==> src/rtl/vga_mem_read_responder.sv <==
// vga_mem_read_responder: serves VGA pixel-word requests from a
// double-buffered ZBT frame buffer, one 36-bit word per request.
// Ports: clock, reset_b (async low); vga_flag/hcount/vcount request;
//  frame_flag swap request; mem_busy/mem_rdata from ZBT;
//  mem_addr/mem_oe_b to ZBT; done_vga/pixel reply; disp_buf shown.
// Option VGA_RD_PATTERN_EN adds pattern_sel: a request accepted with
//  pattern_sel=1 returns {16'd0,vcount,hcount} without touching the ZBT.
module vga_mem_read_responder #(
  parameter int H_ACTIVE = 640,
  parameter int V_ACTIVE = 480,
  parameter int WORDS_LINE = H_ACTIVE / 2,
  parameter int READ_LAT = 2,
  parameter logic [18:0] BUF0_BASE = 19'h00000,
  parameter logic [18:0] BUF1_BASE = 19'h40000
) (
  input  logic        clock,
  input  logic        reset_b,
  input  logic        vga_flag,
  input  logic [9:0]  hcount,
  input  logic [9:0]  vcount,
  input  logic        frame_flag,
  input  logic        mem_busy,
  input  logic [35:0] mem_rdata,
`ifdef VGA_RD_PATTERN_EN
  input  logic        pattern_sel,
`endif
  output logic [18:0] mem_addr,
  output logic        mem_oe_b,
  output logic        done_vga,
  output logic [35:0] pixel,
  output logic        disp_buf
);

  typedef enum logic [2:0] {
    IDLE, ISSUE, WAIT, CAPTURE, DONE
  } state_t;

  localparam int CW = (READ_LAT > 2) ? $clog2(READ_LAT) : 1;
  localparam int WL = (READ_LAT > 1) ? READ_LAT - 2 : 0;
  localparam logic [CW-1:0] WLAST = CW'(WL);

  state_t state;
  state_t state_nx;
  logic [CW-1:0] wcnt;
  logic swap_pending;
  logic accept;
  logic swap_now;
  logic [18:0] base;
  logic [18:0] addr_nx;
  logic unused;

`ifdef VGA_RD_PATTERN_EN
  logic pat_q;
  logic [9:0] h_q;
  logic [9:0] v_q;
`endif

  assign unused = hcount[0];

  assign base = disp_buf ? BUF1_BASE : BUF0_BASE;
  assign addr_nx = base
                 + 19'(vcount) * 19'(WORDS_LINE)
                 + {10'd0, hcount[9:1]};

  always_comb begin
    state_nx = state;
    accept = 1'b0;
    swap_now = 1'b0;
    case (state)
      IDLE: begin
        swap_now = swap_pending
                 && (vcount >= 10'(V_ACTIVE));
        if (vga_flag && !mem_busy) begin
          accept = 1'b1;
          state_nx = ISSUE;
        end
      end
      ISSUE: begin
        state_nx = (READ_LAT > 1) ? WAIT : CAPTURE;
      end
      WAIT: begin
        if (wcnt == WLAST) state_nx = CAPTURE;
      end
      CAPTURE: state_nx = DONE;
      DONE: state_nx = IDLE;
      default: state_nx = IDLE;
    endcase
  end

  always_ff @(posedge clock or negedge reset_b) begin
    if (!reset_b) begin
      state <= IDLE;
    end else begin
      state <= state_nx;
    end
  end

  always_ff @(posedge clock or negedge reset_b) begin
    if (!reset_b) begin
      mem_addr <= '0;
      wcnt <= '0;
      pixel <= '0;
      disp_buf <= 1'b0;
      swap_pending <= 1'b0;
`ifdef VGA_RD_PATTERN_EN
      pat_q <= 1'b0;
      h_q <= '0;
      v_q <= '0;
`endif
    end else begin
      if (accept) begin
        mem_addr <= addr_nx;
`ifdef VGA_RD_PATTERN_EN
        pat_q <= pattern_sel;
        h_q <= hcount;
        v_q <= vcount;
`endif
      end
      if (state == ISSUE) begin
        wcnt <= '0;
      end else if (state == WAIT) begin
        wcnt <= wcnt + 1'b1;
      end
      if (state == CAPTURE) begin
`ifdef VGA_RD_PATTERN_EN
        pixel <= pat_q ? {16'd0, v_q, h_q}
                       : mem_rdata;
`else
        pixel <= mem_rdata;
`endif
      end
      // A frame_flag landing on the swap cycle arms the next swap.
      if (swap_now) begin
        disp_buf <= ~disp_buf;
        swap_pending <= frame_flag;
      end else if (frame_flag) begin
        swap_pending <= 1'b1;
      end
    end
  end

`ifdef VGA_RD_PATTERN_EN
  assign mem_oe_b = !(state == ISSUE) || pat_q;
`else
  assign mem_oe_b = !(state == ISSUE);
`endif
  assign done_vga = (state == DONE);

endmodule

==> config.mk <==
export PLATFORM = sky130hd
export DESIGN_NAME = vga_mem_read_responder
export DESIGN_NICKNAME = d
export VERILOG_FILES = /design/src/rtl/vga_mem_read_responder.sv
export SDC_FILE = /design/constraint.sdc
export NUM_CORES = 1
export LEC_CHECK = 0
export CAP_MARGIN = 20
export CORE_UTILIZATION = 35
export CTS_CLUSTER_SIZE = 30
export DETAILED_ROUTE_END_ITERATION = 10
export PLACE_DENSITY = 0.7
export SLEW_MARGIN = 15
export SYNTH_ARGS = -nofsm -noshare
export SYNTH_HDL_FRONTEND = slang
export SYNTH_SLANG_ARGS = --single-unit
==> constraint.sdc <==
create_clock -name clock -period 3.9 [get_ports clock]
set_clock_uncertainty 0.05 [all_clocks]
set_input_delay 0.39 -clock clock [delete_from_list [all_inputs] [get_ports clock]]
set_output_delay 0.39 -clock clock [all_outputs]
set_load 0.01 [all_outputs]
==> results.cfg <==
[clocking]
cts_buffer_depth = 2
cts_sinks = 61
clk_pin_slew_worst_paths_ns = 0.07
root_buffer = clkbuf_8
cts_buffers = 9
cts-resized-gates = 0
htree_levels = 3
hold_buffers = 0
clk_latency_ns = 0.34
cts_tree = yes
post-cts-setup-buffer-count = 0

[run]
max_cap_violations = 0

[synth]
synth_warnings = 0
synth-seq-area-share = 0.496
synthFlopType = dfrtp_1
mappedNetlistNets = 403
ys_types = 45
synth-seq-cells = 61
async_flop_share = 1.00
syn_avg_cell_area_um2 = 9.59
synth_edf_count = 0
syn_area_mm2 = 0.00308
synth_cells = 321

[placement]
gp_congestion = 0.809
hpwl_um = 5220
portBuffers = 117

[setup_path]
worst_setup_path_end_kind = register
crit_arrival_ns = 3.38
crit_required_ns = 4.07
reg2reg_to = mem_addr[2]$_DFFE_PN0P_
r2r_start = state[0]$_DFFE_PN0P_
r2r_cells = 4
path_max_fanout = 3
reg2reg_slack_ns = 2.12
critPathLaunchType = input port
critPathKind = in2reg

[min_path]
hp-class = in2async

[die]
coreArea_mm2 = 0.00838
row_count = 33
top_level_ports = 119
initial_core_util = 0.367
chipWidth_um = 95.8
die_h_um = 95.8
die-area_mm2 = 0.00918

[power]
leakage_uw = 0.00210
p_per_area_mw_per_mm2 = 680
ir_worst_vdd_uv = 364
p_total_uw = 3080
p_clk_frac = 0.178
power_frac_comb = 0.459
intPower_uw = 2020
switchingPower_uw = 1060
switching_share = 0.345
p_seq_frac = 0.363

[global_routing]
grt_max_degree = 38
grt_pass1_wl_um = 11300
grtUsageTotal = 0.160
antenna_found_initial = 0
gr-total-overflow = 0
grt_pass1_vias = 2455

[layout]
area_growth_pct = 47.3
drive_gt1_frac = 0.0854
antennaDiodeCount = 0
final_nets = 522
seq_area_mm2 = 0.00153
layout_commonest_cell = nand2_1
multi_input_area_mm2 = 0.00146
fillers = 761
layout_common_cells = 122 x nand2_1, 116 x clkdlybuf4s50_1, 61 x dfrtp_1

[drt]
drt_iter0_drc = 52
vias = 2586
antenna_left = 0
via_per_inst = 4.70
wl_per_cell_um = 12.8
wl_um = 7060
drc = 0
first_pass_iters = 4

[sta]
post-route-min-period_ns = 3.20
rsz0062_at_grt = false
min_period_over_period = 0.821
setup-tns-final_ns = 0
worstMarginPinSlew_ns = 0.661
slew_headroom = 0.559
setup_violations = 0
finalMaxSlewViolations = 0
hold_violations = 0
fmax_mhz = 312

[run_status]
status = finished clean
==> synth_stat cells (all sizes together) (2+ instances only) <==
library cell / n / area (µm²)
nand3b: 3 / 26.3
ha: 19 / 238
clkbuf: 9 / 43.8
a21o: 3 / 22.5
nand3: 4 / 20.0
nor3: 4 / 25.0
nor2: 9 / 36.3
o21a: 2 / 15.0
o31ai: 3 / 36.3
nand2b: 2 / 12.5
buf: 3 / 12.5
a21oi: 9 / 56.3
nand2: 122 / 458
xnor2: 10 / 87.6
mux2: 7 / 78.8
inv: 10 / 37.5
fa: 2 / 40.0
dfrtp: 61 / 1530
xor2: 8 / 77.6
o21ai: 15 / 78.8
nor4: 2 / 33.8
nor3b: 3 / 22.5
==> registers in the layout, summed over array words and instances (netlist names) <==
signal	flops
wcnt	1
disp_buf	1
state	3
swap_pending	1
mem_addr	19
pixel	36
==> power groups by stage <==
stage | Sequential [µW] | Combinational, µW | Clock, µW
2_1_floorplan | 1240 | 553 | 0
5_1_grt | 1160 | 1560 | 594
3_5_place_dp | 1130 | 1430 | 0
4_1_cts | 1120 | 1440 | 569
3_3_place_gp | 1110 | 1410 | 0
6_report | 1120 | 1420 | 548
==> per-layer routing <==
layer	routed length, µm	global-route usage	vias to the layer above
li1	-	-	1293
met1	3140	0.198	1213
met2	3450	0.262	68
met3	355	0.0450	12
met4	106	0.0659	0
met5	0	0	-
==> per-stage QoR <==
stage               cell area (µm²)  utilization  hold WS, ns  worst slack, ns  std cells
floorplan                      3080            -       0.0444             1.15        321
global placement               4340        0.518        0.407            0.488        534
detailed placement             4340        0.518        0.408            0.362        534
CTS                            4530        0.541       0.0261            0.724        550
global route                   4530        0.541       0.0671            0.564        550
finish                         4530        0.541       0.0256            0.699        550
==> final cells by class <==
| class | instances | area share |
|---|---|---|
| flip-flops and latches | 61 | 0.337 |
| multi-input cells | 238 | 0.322 |
| repair buffers | 120 | 0.262 |
| well taps | 105 | 0.0290 |
| clock buffers | 10 | 0.0281 |
| clock inverters | 6 | 0.0141 |
| inverters | 10 | 0.00828 |
==> critical path, cell delays in order <==
cell and delay (ns):
clkdlybuf4s50_1 0.47, ha_1 0.32, ha_1 0.17, inv_1 0.06, fa_1 0.38, nand2b_1 0.19, a21oi_1 0.17, xor2_1 0.32
nand3_1 0.21, nor4_2 0.42, a211o_1 0.20, nand3_1 0.07
==> worst max path at each step <==
stage | start | end
after global routing | vcount[1] | mem_addr[18]$_DFFE_PN0P_
after detailed placement | vcount[1] | mem_addr[18]$_DFFE_PN0P_
after CTS | vcount[1] | mem_addr[18]$_DFFE_PN0P_
final | vcount[1] | mem_addr[18]$_DFFE_PN0P_
after global placement | vcount[1] | mem_addr[18]$_DFFE_PN0P_
after floorplan | vcount[1] | mem_addr[18]$_DFFE_PN0P_
==> cell families after synthesis <==
| family | count (synthesis) | share of synthesized area |
|---|---|---|
| buffers and inverters | 22 | 0.0305 |
| AND/OR/NAND/NOR | 154 | 0.219 |
| AO/OA/AOI/OAI | 38 | 0.0853 |
| flip-flops | 61 | 0.496 |
| multiplexers | 7 | 0.0256 |
| XOR/XNOR | 18 | 0.0536 |
| adder cells (fa/ha/maj) | 21 | 0.0902 |
(Power assumes the default switching activity.)
